===== src/rtl/parking_pkg.sv =====
// Shared definitions for the parking gate sensor: FSM state encodings and
// default timing constants.
package parking_pkg;

    localparam int DEFAULT_DEBOUNCE_CYCLES = 4;
    localparam int DEFAULT_TIMEOUT_CYCLES  = 1000;

    localparam logic [2:0] ST_IDLE       = 3'b000;
    localparam logic [2:0] ST_IN_A       = 3'b001;
    localparam logic [2:0] ST_IN_AB      = 3'b010;
    localparam logic [2:0] ST_IN_B       = 3'b011;
    localparam logic [2:0] ST_OUT_B      = 3'b100;
    localparam logic [2:0] ST_OUT_BA     = 3'b101;
    localparam logic [2:0] ST_OUT_A      = 3'b110;
    localparam logic [2:0] ST_WAIT_CLEAR = 3'b111;

    typedef enum logic [2:0] {
        S_IDLE       = ST_IDLE,
        S_IN_A       = ST_IN_A,
        S_IN_AB      = ST_IN_AB,
        S_IN_B       = ST_IN_B,
        S_OUT_B      = ST_OUT_B,
        S_OUT_BA     = ST_OUT_BA,
        S_OUT_A      = ST_OUT_A,
        S_WAIT_CLEAR = ST_WAIT_CLEAR
    } state_e;

endpackage


===== src/rtl/beam_debounce.sv =====
// One beam channel: 2-flop synchroniser followed by a stability counter that
// only lets the level change after DEBOUNCE_CYCLES consecutive agreeing samples.
module beam_debounce
    import parking_pkg::*;
#(
    parameter int DEBOUNCE_CYCLES = DEFAULT_DEBOUNCE_CYCLES
) (
    input  logic clk,
    input  logic rst_n,
    input  logic raw_i,
    output logic level_o
);

    localparam int CW = $clog2(DEBOUNCE_CYCLES + 1);
    localparam logic [CW-1:0] CNT_LAST = CW'(DEBOUNCE_CYCLES - 1);

    logic          sync1_q, sync2_q;
    logic          level_q, level_d;
    logic [CW-1:0] cnt_q, cnt_d;

    always_comb begin
        level_d = level_q;
        cnt_d   = cnt_q;
        if (sync2_q == level_q) begin
            cnt_d = '0;
        end else if (cnt_q == CNT_LAST) begin
            level_d = sync2_q;
            cnt_d   = '0;
        end else begin
            cnt_d = cnt_q + 1'b1;
        end
    end

    // The FSM consumes the next-state view so it moves on the same edge the
    // debounced flop updates, giving 2 + DEBOUNCE_CYCLES edges of latency.
    assign level_o = level_d;

    always_ff @(posedge clk or negedge rst_n) begin
        if (!rst_n) begin
            sync1_q <= 1'b0;
            sync2_q <= 1'b0;
            level_q <= 1'b0;
            cnt_q   <= '0;
        end else begin
            sync1_q <= raw_i;
            sync2_q <= sync1_q;
            level_q <= level_d;
            cnt_q   <= cnt_d;
        end
    end

endmodule


===== src/rtl/parking_gate_sensor.sv =====
// Two-beam lane sensor front end: debounces beams A/B and decodes direction.
// Barrier control (full/admit/gate_open) is built only when PARKING_GATE_CTRL_EN is defined.
module parking_gate_sensor
    import parking_pkg::*;
#(
    parameter int DEBOUNCE_CYCLES = DEFAULT_DEBOUNCE_CYCLES,
    parameter int TIMEOUT_CYCLES  = DEFAULT_TIMEOUT_CYCLES
) (
    input  logic clk,
    input  logic rst_n,
    input  logic sensor_a,
    input  logic sensor_b,
    input  logic full,
    output logic entry_pulse,
    output logic exit_pulse,
    output logic gate_open,
    output logic seq_error
);

    localparam int TW = $clog2(TIMEOUT_CYCLES + 1);
    localparam logic [TW-1:0] TMO_LAST = TW'(TIMEOUT_CYCLES - 1);

    logic [1:0] raw_beam;
    logic [1:0] beam;
    logic       a, b;

    assign raw_beam = {sensor_a, sensor_b};

    genvar gi;
    generate
        for (gi = 0; gi < 2; gi++) begin : g_beam
            beam_debounce #(
                .DEBOUNCE_CYCLES(DEBOUNCE_CYCLES)
            ) u_debounce (
                .clk    (clk),
                .rst_n  (rst_n),
                .raw_i  (raw_beam[gi]),
                .level_o(beam[gi])
            );
        end
    endgenerate

    assign a = beam[1];
    assign b = beam[0];

    state_e        state_q, state_d;
    logic [TW-1:0] tmo_q, tmo_d;
    logic          entry_q, entry_d;
    logic          exit_q, exit_d;
    logic          err_q, err_d;
    logic          active;
    logic          timeout_hit;

    assign active      = (state_q != S_IDLE) && (state_q != S_WAIT_CLEAR);
    assign timeout_hit = active && (tmo_q == TMO_LAST);

    always_comb begin
        state_d = state_q;
        entry_d = 1'b0;
        exit_d  = 1'b0;
        err_d   = 1'b0;
        case (state_q)
            S_IDLE: case ({a, b})
                2'b10:   state_d = S_IN_A;
                2'b01:   state_d = S_OUT_B;
                2'b11:   begin state_d = S_WAIT_CLEAR; err_d = 1'b1; end
                default: ;
            endcase
            S_IN_A: case ({a, b})
                2'b11:   state_d = S_IN_AB;
                2'b00:   state_d = S_IDLE;
                2'b01:   begin state_d = S_WAIT_CLEAR; err_d = 1'b1; end
                default: ;
            endcase
            S_IN_AB: case ({a, b})
                2'b01:   state_d = S_IN_B;
                2'b10:   state_d = S_IN_A;
                2'b00:   begin state_d = S_WAIT_CLEAR; err_d = 1'b1; end
                default: ;
            endcase
            S_IN_B: case ({a, b})
                2'b00:   begin state_d = S_IDLE; entry_d = 1'b1; end
                2'b11:   state_d = S_IN_AB;
                2'b10:   begin state_d = S_WAIT_CLEAR; err_d = 1'b1; end
                default: ;
            endcase
            S_OUT_B: case ({a, b})
                2'b11:   state_d = S_OUT_BA;
                2'b00:   state_d = S_IDLE;
                2'b10:   begin state_d = S_WAIT_CLEAR; err_d = 1'b1; end
                default: ;
            endcase
            S_OUT_BA: case ({a, b})
                2'b10:   state_d = S_OUT_A;
                2'b01:   state_d = S_OUT_B;
                2'b00:   begin state_d = S_WAIT_CLEAR; err_d = 1'b1; end
                default: ;
            endcase
            S_OUT_A: case ({a, b})
                2'b00:   begin state_d = S_IDLE; exit_d = 1'b1; end
                2'b11:   state_d = S_OUT_BA;
                2'b01:   begin state_d = S_WAIT_CLEAR; err_d = 1'b1; end
                default: ;
            endcase
            S_WAIT_CLEAR: begin
                if (!a && !b) state_d = S_IDLE;
            end
            default: state_d = S_IDLE;
        endcase

        // A real transition this cycle takes priority over the timeout.
        if (timeout_hit && (state_d == state_q)) begin
            state_d = S_WAIT_CLEAR;
            err_d   = 1'b1;
        end

        if (state_d != state_q) begin
            tmo_d = '0;
        end else if (active) begin
            tmo_d = tmo_q + 1'b1;
        end else begin
            tmo_d = tmo_q;
        end
    end

    always_ff @(posedge clk or negedge rst_n) begin
        if (!rst_n) begin
            state_q <= S_IDLE;
            tmo_q   <= '0;
            entry_q <= 1'b0;
            exit_q  <= 1'b0;
            err_q   <= 1'b0;
        end else begin
            state_q <= state_d;
            tmo_q   <= tmo_d;
            entry_q <= entry_d;
            exit_q  <= exit_d;
            err_q   <= err_d;
        end
    end

    assign entry_pulse = entry_q;
    assign exit_pulse  = exit_q;
    assign seq_error   = err_q;

`ifdef PARKING_GATE_CTRL_EN
    logic admit_q, admit_d;
    logic gate_q, gate_d;

    always_comb begin
        admit_d = admit_q;
        if ((state_q == S_IDLE) && (state_d == S_IN_A)) admit_d = ~full;
        gate_d = 1'b0;
        case (state_d)
            S_IN_A, S_IN_AB, S_IN_B:    gate_d = admit_d;
            S_OUT_B, S_OUT_BA, S_OUT_A: gate_d = 1'b1;
            default:                    gate_d = 1'b0;
        endcase
    end

    always_ff @(posedge clk or negedge rst_n) begin
        if (!rst_n) begin
            admit_q <= 1'b0;
            gate_q  <= 1'b0;
        end else begin
            admit_q <= admit_d;
            gate_q  <= gate_d;
        end
    end

    assign gate_open = gate_q;
`else
    logic unused_full;
    assign unused_full = full;
    assign gate_open   = 1'b0;
`endif

endmodule


===== config.mk =====
export PLATFORM = sky130hd
export DESIGN_NAME = parking_gate_sensor
export DESIGN_NICKNAME = d
export VERILOG_FILES = /design/src/rtl/parking_pkg.sv /design/src/rtl/beam_debounce.sv /design/src/rtl/parking_gate_sensor.sv
export SDC_FILE = /design/constraint.sdc
export NUM_CORES = 1
export LEC_CHECK = 0
export ABC_AREA = 0
export BUFFER_PORTS_ARGS = -buffer_cell sky130_fd_sc_hd__buf_2
export CORE_ASPECT_RATIO = 0.5
export CORE_UTILIZATION = 60
export CTS_BUF_LIST = sky130_fd_sc_hd__clkbuf_4 sky130_fd_sc_hd__clkbuf_8
export CTS_CLUSTER_SIZE = 14
export DETAILED_ROUTE_END_ITERATION = 6
export PLACE_DENSITY = 0.79
export SLEW_MARGIN = 20
export SYNTH_ARGS = -nofsm -noshare
export SYNTH_HDL_FRONTEND = slang
export SYNTH_SLANG_ARGS = --single-unit

===== constraint.sdc =====
create_clock -name clk -period 6.6 [get_ports clk]
set_clock_uncertainty 0.2 [all_clocks]
set_input_delay 0.99 -clock clk [delete_from_list [all_inputs] [get_ports clk]]
set_output_delay 0.99 -clock clk [all_outputs]
set_load 0.005 [all_outputs]

# [Word level (Yosys, flattened, before mapping)]
# Cells that the tools add are included.
[totals] regBits=28 output_inout_bits=4 wordCells=75
[classes] n_addsub=3 n_eq_ne=18 n_mux=28 n_reduce_logical=13
[op_table] operator="$pmux W3 S3" n=7
[op_table] operator="$pmux W3 S8" n=1
[op_table] operator="$mux W10" n=2
[op_table] operator="$mux W3" n=6
[op_table] operator="$eq A3 B2 Y1 const B" n=4
[op_table] operator="$eq A3 B3 Y1 const B" n=4
[op_table] operator="$mux W1" n=11
[op_table] operator="$add A10 B1 Y10 const B" n=1
[op_table] operator="$eq A10 B10 Y1 const B" n=1
[op_table] operator="$add A3 B1 Y3 const B" n=2
[op_table] operator="$reduce_or A2 Y1" n=3
[op_table] operator="$eq A2 B2 Y1 const B" n=2
[op_table] operator="$logic_and A1 B1 Y1" n=4
[op_table] operator="$pmux W1 S4" n=1
[op_table] operator="$eq A3 B1 Y1 const B" n=1
[op_table] operator="$eq A3 B3 Y1" n=1
[op_table] operator="$logic_not A3 Y1" n=1
[op_table] operator="$ne A3 B3 Y1" n=1
[op_table] operator="$ne A3 B3 Y1 const B" n=1
[op_table] operator="$reduce_bool A3 Y1" n=1
[op_table] operator="$eq A1 B1 Y1" n=2
[op_table] operator="$eq A2 B1 Y1 const B" n=1
[op_table] operator="$logic_not A1 Y1" n=2
[op_table] operator="$logic_not A2 Y1" n=1
[op_table] operator="$reduce_bool A2 Y1" n=1

# [Depth between registers and ports, before layout]
# Gate-level depths: netlist (run 1).
[depth] ltp_word=12 depth_mapped=8 ltp_nobuf=7

# [By module]
# Synthesis (run 1) repeated with hierarchy kept, for this count alone.
[unflattened] cells_unflattened=166 area_unflattened_um2=1596.5
[by_module_without_submodules] module="parking_gate_sensor" n_inst=1 cells_each=140 area_per_inst_um2=1163.6 seq_area_each_um2=400.4
[by_module_without_submodules] module="beam_debounce" n_inst=2 cells_each=13 area_per_inst_um2=216.5 seq_area_each_um2=150.1

# [Worst setup path before layout (run 1)]
# No wires, ideal clock.
[synth_timing] kind="register to register" start="register g_beam[1].u_debounce.cnt_q[0]" end="register tmo_q[2]" arrival_time_ns=1.875 required_ns=6.252 slack_ns=4.377 path_stages_with_launch=8 path_buffers=0 synth_period_minus_slack_ns=2.223 cell_sequence="dfrtp_1 > ha_1 > and3b_1 > a21oi_4 > inv_2 > mux2i_1 > a2111oi_4 > nor3_1"
[synth_via] elab_chain_cells=12
[synth_lines] element="start, declared" line="beam_debounce.sv:19" source="logic [CW-1:0] cnt_q, cnt_d;"
[synth_lines] element="start signal, assigned" line="beam_debounce.sv:48" source="cnt_q <= cnt_d;"
[synth_lines] element="$eq A3 B2 Y1 *" line="beam_debounce.sv:26" source="end else if (cnt_q == CNT_LAST) begin"
[synth_lines] element="$mux W1 *" line="beam_debounce.sv:26"
[synth_lines] element="$mux W1 *" line="beam_debounce.sv:24" source="if (sync2_q == level_q) begin"
[synth_lines] element="named net a" line="parking_gate_sensor.sv:25" source="logic a, b;"
[synth_lines] element="branches (longest 3 deep; another with $pmux W3 S3)"
[synth_lines] element="$pmux W3 S8 *" line="parking_gate_sensor.sv:62" source="case (state_q)"
[synth_lines] element="$eq A3 B3 Y1" line="parking_gate_sensor.sv:112" source="if (timeout_hit && (state_d == state_q)) begin"
[synth_lines] element="$logic_and A1 B1 Y1" line="parking_gate_sensor.sv:112"
[synth_lines] element="$mux W3 *" line="parking_gate_sensor.sv:112"
[synth_lines] element="$ne A3 B3 Y1 *" line="parking_gate_sensor.sv:117" source="if (state_d != state_q) begin"
[synth_lines] element="$mux W10 / $reduce_bool A2 Y1 (equally long branches)"
[synth_lines] element="end signal, assigned" line="parking_gate_sensor.sv:135" source="tmo_q <= tmo_d;"
[synth_lines] element="end, declared" line="parking_gate_sensor.sv:47" source="logic [TW-1:0] tmo_q, tmo_d;"
# Mark *: on every way through the listed nets, which the timed path passes.
# A chain may end at the register's enable or synchronous reset.

# [Final worst setup path (run 1)]
[layout_timing] start="register state_q[1]" end="register state_q[0]"
[layout_via] elab_chain_cells=5
[layout_lines] element="start, declared" line="parking_gate_sensor.sv:46" source="state_e state_q, state_d;"
[layout_lines] element="start signal, assigned" line="parking_gate_sensor.sv:134" source="state_q <= state_d;"
[layout_lines] element="$pmux W3 S3, or another cell as far along" line="parking_gate_sensor.sv:99" source="S_OUT_A: case ({a, b})"
[layout_lines] element="$pmux W3 S8 / $logic_and A1 B1 Y1 (equally long branches)" line="parking_gate_sensor.sv:62, parking_gate_sensor.sv:54"
[layout_lines] element="$eq A3 B3 Y1 / $logic_and A1 B1 Y1 (equally long branches)" line="parking_gate_sensor.sv:112, parking_gate_sensor.sv:55"
[layout_lines] element="$logic_and A1 B1 Y1" line="parking_gate_sensor.sv:112"
[layout_lines] element="$mux W3 *" line="parking_gate_sensor.sv:112"
[layout_lines] element="named net state_d[0]" line="parking_gate_sensor.sv:46"
# Mark *: on every way through the listed nets, which the timed path passes. The rest lies on a longest branch.

==> out/results.ini, run 1 <==
[placement]
port_buffers = 6
dpl.cell_count = 181
place.gp.congestion = 0.802
dpl.hpwl_microns = 1770

[route]
drc = 0
drtAntennaViolNets = 0
postRouteWirelength_microns = 2660
dr.pass1.iters = 4
drt_iter0_markers = 116
wl_per_cell_microns = 14.4
dr_total_vias = 1130
vias_per_cell = 6.11

[yosys]
syn_area_sq_um = 1600
yosys_warnings = 0
syn_avg_cell_area_sq_um = 10.7
synth_edf_count = 0
post_synth_inst_count = 150
synth_fp_nets = 158
synthArstFlopShare = 1.00
yosysSeqAreaShare = 0.437
synth_seq_cells = 28
yosysUniqueCellTypes = 48
synth_top_flop_cell = dfrtp_1

[critical_path]
slowest_delay_ns = 0.70
critPathBufInv = 0
timing.rr.start = state_q[1]$_DFF_PN0_
worstPathMaxFanout = 19
crit_path_end_kind = flip-flop
critical_path_class = reg2reg
critPathArrivalTime_ns = 2.71
critical-path-slowest-cell = dfrtp_1
cp_cell_sequence = nor3_1 > or3_1 > nor2_2 > o32ai_1 > a221oi_1
rr_endpoint = state_q[0]$_DFF_PN0_
cp_top_family = simple AND/OR/NAND/NOR gates
rrSetupSlack_ns = 3.87
worstPathRequired_ns = 6.57
worstSetupStartpointType = flip-flop
reg2reg_depth = 5

[floorplan]
die_x_microns = 75.1
dieArea_sq_um = 2890
start_util = 0.676
rows = 12
coreArea_sq_um = 2370
die_y_microns = 38.5
io-pin-count = 9

[sta]
finalHoldViolCount = 0
rsz0062_at_grt = no
tns_ns = 0
post-route-period-util = 0.414
slew_headroom = 0.549
timing.fmax_mhz = 366
fin_hold_ws_ns = 0.160
drv_slew = 0
period_needed_ns = 2.73
worstMarginPinSlew_ns = 0.676
setup_viol = 0

[worst_hold_path]
hp-start = g_beam[1].u_debounce.sync1_q$_DFF_PN0_
hold_path_class = reg2reg
hold_depth = 0
hold_path_end = g_beam[1].u_debounce.sync2_q$_DFF_PN0_

[grt]
grtUsageTotal = 0.220
antenna_found_initial = 0
grt_pass1_wl_microns = 4530
grt_pass1_vias = 1013
grt-ovfl-total = 0
grt_max_degree = 29

[clock_tree]
clk_pin_slew_ns = 0.09
cts_max_path_buffers = 2
numCtsBuffers = 3
root_buffer = clkbuf_8
cts_tree = built
clkSinkCount = 28
htree_levels = 1
clk_latency_ns = 0.28
post-cts-setup-buffers = 0
cts-resized-gates = 0
cts_hold_buf = 0

[power]
p_leak_nw = 0.694
peakVddDrop_v = 0.000159
power.density_nw_per_um2 = 439

[layout]
layout-drive-gt1-share = 0.147
syn_to_final_growth_pct = 4.68
fin_nets = 159
post-route-util = 0.707
instances_no_fill = 185
diodes = 0

[outcome]
status = complete, no violations

[flow_run]
maxCapViolCount = 0

state kept, by name, summed over array words and instances, names as in the netlist:
name	flops
tmo_q	10
g_beam.u_debounce.cnt_q	6
seq_error	1
state_q	3
g_beam.u_debounce.sync2_q	2
g_beam.u_debounce.level_q	2
exit_pulse	1
entry_pulse	1
g_beam.u_debounce.sync1_q	2
power by group:
part	internal [W]	switching (W)	leakage (nW)
Combinational	0.000164	0.000200	0.300
Clock	0.0000535	0.0000513	0.0288
Sequential	0.000209	0.0000606	0.365
Total	0.000426	0.000312	0.694
layout make-up:
cell class | instances | area [sq um]
clock buffer | 4 | 55.1
fill | 193 | 694
inverter | 5 | 18.8
multi-input combinational | 107 | 830
sequential | 28 | 701
tap | 35 | 43.8
timing repair buffer | 6 | 30.0
worst register-to-register path, delay by kind of cell, from the launching register on:
kind / cells / cell delay [ns]
simple gates: 3 / 1.25
flops: 1 / 0.70
compound gates: 2 / 0.48
how the worst max path moves through the flow:
| stage | from | end | slack, ns | cells after the start |
|---|---|---|---|---|
| final | state_q[1]$_DFF_PN0_ | state_q[0]$_DFF_PN0_ | 3.87 | 5 |
| after global routing | state_q[1]$_DFF_PN0_ | seq_error$_DFF_PN0_ | 3.69 | 5 |
| after CTS | g_beam[1].u_debounce.cnt_q[0]$_DFF_PN0_ | tmo_q[9]$_DFFE_PN0P_ | 3.89 | 7 |
| after detailed placement | g_beam[1].u_debounce.cnt_q[0]$_DFF_PN0_ | tmo_q[2]$_DFFE_PN0P_ | 3.91 | 7 |
| after global placement | g_beam[1].u_debounce.cnt_q[0]$_DFF_PN0_ | tmo_q[2]$_DFFE_PN0P_ | 3.93 | 7 |
| after floorplan | g_beam[1].u_debounce.cnt_q[0]$_DFF_PN0_ | tmo_q[2]$_DFFE_PN0P_ | 4.38 | 7 |
metal layers:
layer	routed length [microns]	share of wire	vias to the layer above	global-route usage
li1	-	-	550	-
met1	1300	0.49	547	0.287
met2	1190	0.45	28	0.354
met3	143	0.054	5	0.0711
met4	23	0.0086	0	0.0613
met5	0	0	-	0
cell families after synthesis:
logic type / Yosys count / synth area share
AO/OA/AOI/OAI: 24 / 0.133
XOR/XNOR: 17 / 0.101
adder cells (fa/ha/maj): 3 / 0.0234
buffers and inverters: 15 / 0.0453
flip-flops: 28 / 0.437
multiplexers: 7 / 0.0523
other: 1 / 0.00234
AND/OR/NAND/NOR: 55 / 0.205
Yosys cell counts (5+ instances only):
cell,count,area [sq um]
nor4_1,9,56.3
nand3_1,5,25.0
nor3_1,6,30.0
mux2i_1,5,50.1
nand2_1,7,26.3
dfrtp_1,28,701
nor2_1,9,33.8
xnor2_1,12,105
per-stage QoR:
| step | total power, W | worst slack (ns) | area [sq um] |
|---|---|---|---|
| after floorplan | 0.000579 | 4.38 | 1600 |
| after global routing | 0.000793 | 3.69 | 1680 |
| after CTS | 0.000739 | 3.89 | 1680 |
| final | 0.000737 | 3.87 | 1680 |
| after global placement | 0.000622 | 3.93 | 1620 |
| after detailed placement | 0.000634 | 3.91 | 1620 |
cells in the final DEF, fill, tap and decap left out, types with 2 or more instances in the layout:
cell and count:
buf_2 6, xnor2_1 12, a211oi_1 3, nand2_1 7, inv_1 4, ha_1 3
a21oi_1 2, a2111oi_0 2, nor3_1 6, dfrtp_1 28, nor2_1 9, xor2_1 4
mux2i_1 5, nor4_1 9, nand3_1 5, clkbuf_8 4, nor2b_1 2, o31ai_1 2
nand4_1 3, o21ai_0 4, nor3b_1 4, o311a_1 2
Note: power is estimated with default switching activity, not from simulation.
==> run 2, diff against run 1 <==
==> constraint.sdc (replaced) <==
create_clock -name clk -period 2.7 [get_ports clk]
set_clock_uncertainty 0.2 [all_clocks]
set_input_delay 0.405 -clock clk [delete_from_list [all_inputs] [get_ports clk]]
set_output_delay 0.405 -clock clk [all_outputs]
set_load 0.005 [all_outputs]
==> run 2 against run 1 <==
Critical endpoint is now seq_error$_DFF_PN0_. Worst setup slack worse by 3.5 ns. Count of clock-buffer cells in the layout is 1 lower. Utilization up 2.1 points. Critical path depth did not move. Sequential share of layout area shrank 1.2 points. Wire length grew 10%. Sequential cell count unchanged. Total power increased to 2.5 times the previous value. Non-clock buffer count grew 8. Fmax up 17%. Largest cell class unchanged. Combinational power rose to 2.9 times the previous value.
==> out/results.ini, run 2 (same netlist as run 1, synthesis figures left out) <==
[power]
pwr-share-comb = 0.564  ; +0.071
p_int_w = 0.00108  ; +150%
p_leak_nw = 0.725  ; +4.5%
seq_power_share = 0.317  ; -0.048
power.density_nw_per_um2 = 1080  ; +150%
p_sw_w = 0.000786  ; +150%
pwr-share-clk = 0.120  ; -0.022
swShare = 0.422  ; -0.000822
peakVddDrop_v = 0.000376  ; +140%

[route]
drtAntennaViolNets = 0  ; unchanged
met2_length_microns = 1310  ; +10%
dr_total_vias = 1145  ; +1.3%
drt_iter0_markers = 155  ; +34%
dr_wl_met3_microns = 129  ; -9.8%
met1_length_microns = 1460  ; +12%
vias_per_cell = 5.96  ; -2.4%
postRouteWirelength_microns = 2930  ; +10%
drc = 0  ; unchanged
wl_per_cell_microns = 15.2  ; +6.0%
dr.pass1.iters = 4  ; unchanged
dr.max_layer_used = met4

[placement]
dpl.hpwl_microns = 2010  ; +13%
place.gp.congestion = 0.881  ; +10%
port_buffers = 6  ; unchanged
dpl.cell_count = 188  ; +3.9%

[sta]
finalHoldViolCount = 0  ; unchanged
post-route-period-util = 0.865  ; +0.451
period_needed_ns = 2.34  ; -0.397 ns
timing.fmax_mhz = 428  ; +17%
worstMarginPinSlew_ns = 0.644  ; -0.0323 ns
tns_ns = 0  ; unchanged
drv_slew = 0  ; unchanged
setup_viol = 0  ; unchanged
rsz0062_at_grt = no
slew_headroom = 0.567  ; +0.0176
fin_hold_ws_ns = 0.0308  ; -0.130 ns

[layout]
fin_nets = 167  ; +5.0%
instances_no_fill = 192  ; +3.8%
regMostFlops = tmo_q
layout-drive-gt1-share = 0.178  ; +0.0317
diodes = 0  ; unchanged
reg_top3 = tmo_q (10), g_beam.u_debounce.cnt_q (6), state_q (3)
final_common_cell = dfrtp_1
mostFrequentLayoutCells = 28 x dfrtp_1, 12 x xnor2_1, 9 x nor2_1, 9 x nor4_1
largest_register_ffs = 10  ; unchanged
syn_to_final_growth_pct = 7.73

[floorplan]
coreArea_sq_um = 2370  ; unchanged
start_util = 0.676  ; unchanged
io-pin-count = 9  ; unchanged
die_y_microns = 38.5  ; unchanged
dieArea_sq_um = 2890  ; unchanged
die_x_microns = 75.1  ; unchanged
rows = 12  ; unchanged

[critical_path]
cp_num_cells = 5  ; unchanged
cp_top_family = simple AND/OR/NAND/NOR gates
rrSetupSlack_ns = 0.36  ; -3.50 ns
cp_cell_sequence = and3_4 > or3_1 > nor2_2 > o31ai_1 > o41ai_2
worstPathRequired_ns = 2.68  ; -3.89 ns
critical_path_class = reg2reg
critPathArrivalTime_ns = 2.31  ; -0.40 ns
slowest_delay_ns = 0.50  ; -0.20 ns
reg2reg_depth = 5  ; unchanged
worstPathMaxFanout = 8  ; -11
cp-endpoint = seq_error$_DFF_PN0_
startpoint = state_q[2]$_DFF_PN0_
crit_path_end_kind = flip-flop
timing.rr.start = state_q[2]$_DFF_PN0_
critPathBufInv = 0  ; unchanged
worstSetupStartpointType = flip-flop
critical-path-slowest-cell = dfrtp_1
rr_endpoint = seq_error$_DFF_PN0_

[grt]
antenna_found_initial = 0  ; unchanged
grt_max_degree = 29  ; unchanged
grtUsageTotal = 0.244  ; +0.0242
grt_pass1_wl_microns = 5020  ; +11%
grt-ovfl-total = 0  ; unchanged
grt_pass1_vias = 1017  ; +0.39%

[outcome]
status = complete, no violations

[clock_tree]
root_buffer = clkbuf_8
cts_tree = built
clk_pin_slew_ns = 0.09  ; about the same
post-cts-setup-buffers = 0  ; unchanged
clkSinkCount = 28  ; unchanged
cts_max_path_buffers = 2  ; unchanged
htree_levels = 1  ; unchanged
numCtsBuffers = 3  ; unchanged
clk_latency_ns = 0.27  ; about the same

[flow_run]
maxCapViolCount = 0  ; unchanged

[worst_hold_path]
hold_path_class = in2reg

## run 2: changes by cell type in the layout (fill, tap and decap cells not counted)
cell and delta:
buf_4 +7, clkbuf_8 -1, dlygate4sd3_1 +1
## run 2: power by group through the flow
stage               combinational (W)  sequential (W)  clock [W]
global route                  0.00115        0.000602   0.000243
floorplan                    0.000834        0.000580          0
CTS                           0.00105        0.000590   0.000224
detailed placement            0.00104        0.000596          0
finish                        0.00105        0.000590   0.000223
global placement              0.00101        0.000590          0
## run 2: cell type report
| type | instances | area, sq um |
|---|---|---|
| Multi-Input combinational cell | 107 | 830 |
| Clock buffer | 3 | 41.3 |
| Tap cell | 35 | 43.8 |
| Fill cell | 184 | 646 |
| Timing Repair Buffer | 14 | 92.6 |
| Sequential cell | 28 | 701 |
| Inverter | 5 | 18.8 |
## run 2: per-layer routing
layer  global-route usage  vias to the layer above
met2                0.396                       26
li1                     -                      565
met1                0.332                      550
met4               0.0377                        0
met3               0.0711                        4
met5                    0                        -
## run 2: through the flow
step	util	setup slack, ns	power (W)	instance area [sq um]
detailed placement	0.706	0.406	0.00164	1680
finish	0.728	0.363	0.00186	1730
CTS	0.728	0.383	0.00186	1730
floorplan	-	0.477	0.00141	1600
global placement	0.706	0.450	0.00160	1680
global route	0.728	0.210	0.00200	1730
## run 2: worst min-delay path by stage
stage,startpoint,end,slack [ns],cells past startpoint
floorplan,rst_n,entry_pulse$_DFF_PN0_,-0.09,0
detailed placement,g_beam[1].u_debounce.sync1_q$_DFF_PN0_,g_beam[1].u_debounce.sync2_q$_DFF_PN0_,0.14,0
CTS,sensor_a,g_beam[1].u_debounce.sync1_q$_DFF_PN0_,0.03,1
global placement,g_beam[1].u_debounce.sync1_q$_DFF_PN0_,g_beam[1].u_debounce.sync2_q$_DFF_PN0_,0.13,0
global route,sensor_a,g_beam[1].u_debounce.sync1_q$_DFF_PN0_,0.02,1
finish,sensor_a,g_beam[1].u_debounce.sync1_q$_DFF_PN0_,0.03,1
## run 2: timing repair
item	4_1_cts	5_1_grt
hold buffers	1	0
setup endpoints to repair	0	0
gates resized for setup	0	0
hold endpoints to repair	28	0
==> run 3, diff against run 2 <==
--- a/config.mk
+++ b/config.mk
@@ -8,11 +8,11 @@
 export ABC_AREA = 0
 export BUFFER_PORTS_ARGS = -buffer_cell sky130_fd_sc_hd__buf_2
 export CORE_ASPECT_RATIO = 0.5
-export CORE_UTILIZATION = 60
+export CORE_UTILIZATION = 50
 export CTS_BUF_LIST = sky130_fd_sc_hd__clkbuf_4 sky130_fd_sc_hd__clkbuf_8
 export CTS_CLUSTER_SIZE = 14
 export DETAILED_ROUTE_END_ITERATION = 6
-export PLACE_DENSITY = 0.79
+export PLACE_DENSITY = 0.67
 export SLEW_MARGIN = 20
 export SYNTH_ARGS = -nofsm -noshare
 export SYNTH_HDL_FRONTEND = slang
==> run 3 against run 2 <==
Sequential share of layout area fell by 0.32 points. Worst hold slack barely moved. Combinational power barely moved. Die area rose by 19%. Critical endpoint is now state_q[0]$_DFF_PN0_. Critical path type unchanged. First-iteration DRC count fell by 57%. Final cell count rose by 3.1%. Fmax fell by 2.8%. Design area rose by 0.80%. Sequential power fell by 2%.
==> out/results.ini, run 3 (same netlist as run 1, synthesis figures left out) <==
[route]
dr_wl_met3_microns = 67  ; -48%
drt_iter0_markers = 66  ; -57%
drc = 0  ; unchanged
dr_total_vias = 1142  ; -0.26%
postRouteWirelength_microns = 2850  ; -2.8%
met2_length_microns = 1340  ; +2.1%
dr.max_layer_used = met4
wl_per_cell_microns = 14.4  ; -5.7%
met1_length_microns = 1400  ; -4.2%
vias_per_cell = 5.77  ; -3.3%
drtAntennaViolNets = 0  ; unchanged
dr.pass1.iters = 4  ; unchanged

[grt]
grt_pass1_wl_microns = 5100  ; +1.5%
grt-ovfl-total = 0  ; unchanged
grt_pass1_vias = 1109  ; +9.0%
grtUsageTotal = 0.199  ; -0.0450
antenna_found_initial = 0  ; unchanged
grt_max_degree = 29  ; unchanged

[clock_tree]
post-cts-setup-buffers = 0  ; unchanged
root_buffer = clkbuf_8
cts_max_path_buffers = 2  ; unchanged
htree_levels = 1  ; unchanged
clk_latency_ns = 0.27  ; about the same
numCtsBuffers = 3  ; unchanged
cts_hold_buf = 1  ; unchanged
cts-resized-gates = 0  ; unchanged
cts_tree = built
clk_pin_slew_ns = 0.09  ; about the same
clkSinkCount = 28  ; unchanged

[critical_path]
crit_path_end_kind = flip-flop
worstPathMaxFanout = 7  ; -1
slowest_delay_ns = 0.42  ; -0.08 ns
critPathArrivalTime_ns = 2.38  ; +0.07 ns
critical_path_class = reg2reg
cp_cell_sequence = ha_1 > and3b_1 > a21oi_4 > inv_2 > buf_4 > a2111oi_0 > a211oi_1 > a221oi_1
critical-path-slowest-cell = a2111oi_0
worstPathRequired_ns = 2.68  ; about the same
worstSetupStartpointType = flip-flop

[placement]
place.gp.congestion = 0.793  ; -10%
port_buffers = 6  ; unchanged
dpl-instance-area_sq_um = 1690  ; +0.82%
dpl.hpwl_microns = 2040  ; +1.3%

[sta]
post-route-period-util = 0.890  ; +0.0248
period_needed_ns = 2.40  ; +0.0671 ns
slew_headroom = 0.592  ; +0.0255
tns_ns = 0  ; unchanged
drv_slew = 0  ; unchanged
rsz0062_at_grt = no
worstMarginPinSlew_ns = 0.611  ; -0.0323 ns
setup_viol = 0  ; unchanged
finalHoldViolCount = 0  ; unchanged
timing.fmax_mhz = 416  ; -2.8%

[power]
p_leak_nw = 0.730  ; +0.70%
peakVddDrop_v = 0.000443  ; +18%
p_sw_w = 0.000782  ; -0.58%
power.density_nw_per_um2 = 1070  ; -0.54%
pwr-share-clk = 0.118  ; -0.002
seq_power_share = 0.309  ; -0.008
pwr-share-comb = 0.574  ; +0.010
p_int_w = 0.00109  ; +0.86%
swShare = 0.419  ; -0.00352

[layout]
final_common_cell = dfrtp_1
mostFrequentLayoutCells = 28 x dfrtp_1, 12 x xnor2_1, 9 x nor2_1, 9 x nor4_1, 8 x buf_4
syn_to_final_growth_pct = 8.59
post-route-util = 0.574  ; -0.154
diodes = 0  ; unchanged
layout-drive-gt1-share = 0.184  ; +0.00520
fill_cells = 266  ; +45%
regMostFlops = tmo_q
fin_nets = 168  ; +0.60%
largest_register_ffs = 10  ; unchanged
reg_top3 = tmo_q (10), g_beam.u_debounce.cnt_q (6), state_q (3)
design_area_sq_um = 1740  ; +0.80%

[outcome]
status = complete, no violations

[floorplan]
coreArea_sq_um = 3030  ; +28%
rows = 14  ; +2
io-pin-count = 9  ; unchanged
start_util = 0.529  ; -0.147
die_x_microns = 82.1  ; +9.3%
die_y_microns = 42.0  ; +9.1%
dieArea_sq_um = 3450  ; +19%

[flow_run]
maxCapViolCount = 0  ; unchanged

[worst_hold_path]
hold_path_class = in2reg

==> run 3: cell count changes in the layout (fill, tap and decap cells not counted) <==
| cell | before | now |
|---|---|---|
| buf_4 | 7 | 8 |
==> run 3: metal layers <==
layer / global-route usage / vias up
met2: 0.316 / 10
met3: 0.0522 / 5
li1: - / 570
met5: 0 / -
met4: 0.0526 / 0
met1: 0.270 / 557
==> run 3: critical path: cells and delay by family (launching register included) <==
kind | cells | cell delay (ns)
AOI/OAI and AO/OA | 4 | 1.02
and+or+nand+nor | 1 | 0.21
buffers and inverters | 2 | 0.26
adders and majority gates | 1 | 0.23
DFF | 1 | 0.39
==> run 3: metrics by stage <==
stage / hold slack, ns / power, W / setup WS, ns / instances
2_1_floorplan: -0.0906 / 0.00141 / 0.477 / 150
3_3_place_gp: 0.135 / 0.00162 / 0.369 / 194
3_5_place_dp: 0.135 / 0.00165 / 0.297 / 194
4_1_cts: 0.0233 / 0.00188 / 0.273 / 198
5_1_grt: 0.0176 / 0.00202 / 0.180 / 198
6_report: 0.0306 / 0.00187 / 0.296 / 198
==> run 3: power by group through the flow <==
stage | Sequential, W | Clock (W) | Combinational, W
3_5_place_dp | 0.000586 | 0 | 0.00107
2_1_floorplan | 0.000580 | 0 | 0.000834
3_3_place_gp | 0.000579 | 0 | 0.00104
6_report | 0.000576 | 0.000220 | 0.00107
5_1_grt | 0.000589 | 0.000245 | 0.00119
4_1_cts | 0.000578 | 0.000232 | 0.00107
==> run 3: path summary, 6_finish.rpt <==
path	cells past startpoint	startpoint	slack, ns	end
max	8	g_beam[1].u_debounce.cnt_q[0]$_DFF_PN0_	0.30	state_q[0]$_DFF_PN0_
min	1	sensor_b	0.03	g_beam[0].u_debounce.sync1_q$_DFF_PN0_
max reg2reg	8	g_beam[1].u_debounce.cnt_q[0]$_DFF_PN0_	0.30	state_q[0]$_DFF_PN0_
min reg2reg	0	g_beam[0].u_debounce.sync1_q$_DFF_PN0_	0.16	g_beam[0].u_debounce.sync2_q$_DFF_PN0_
max in group asynchronous	2	rst_n	1.43	tmo_q[1]$_DFFE_PN0P_
min in group asynchronous	2	rst_n	0.47	g_beam[1].u_debounce.sync1_q$_DFF_PN0_
==> run 3: area by class of cell <==
cell class                      count  area [sq um]  area share
Inverter                            5          18.8      0.0108
Sequential cell                    28           701       0.403
Timing Repair Buffer               15           100      0.0575
Tap cell                           40          50.0      0.0288
Multi-Input combinational cell    107           830       0.477
Clock buffer                        3          41.3      0.0237
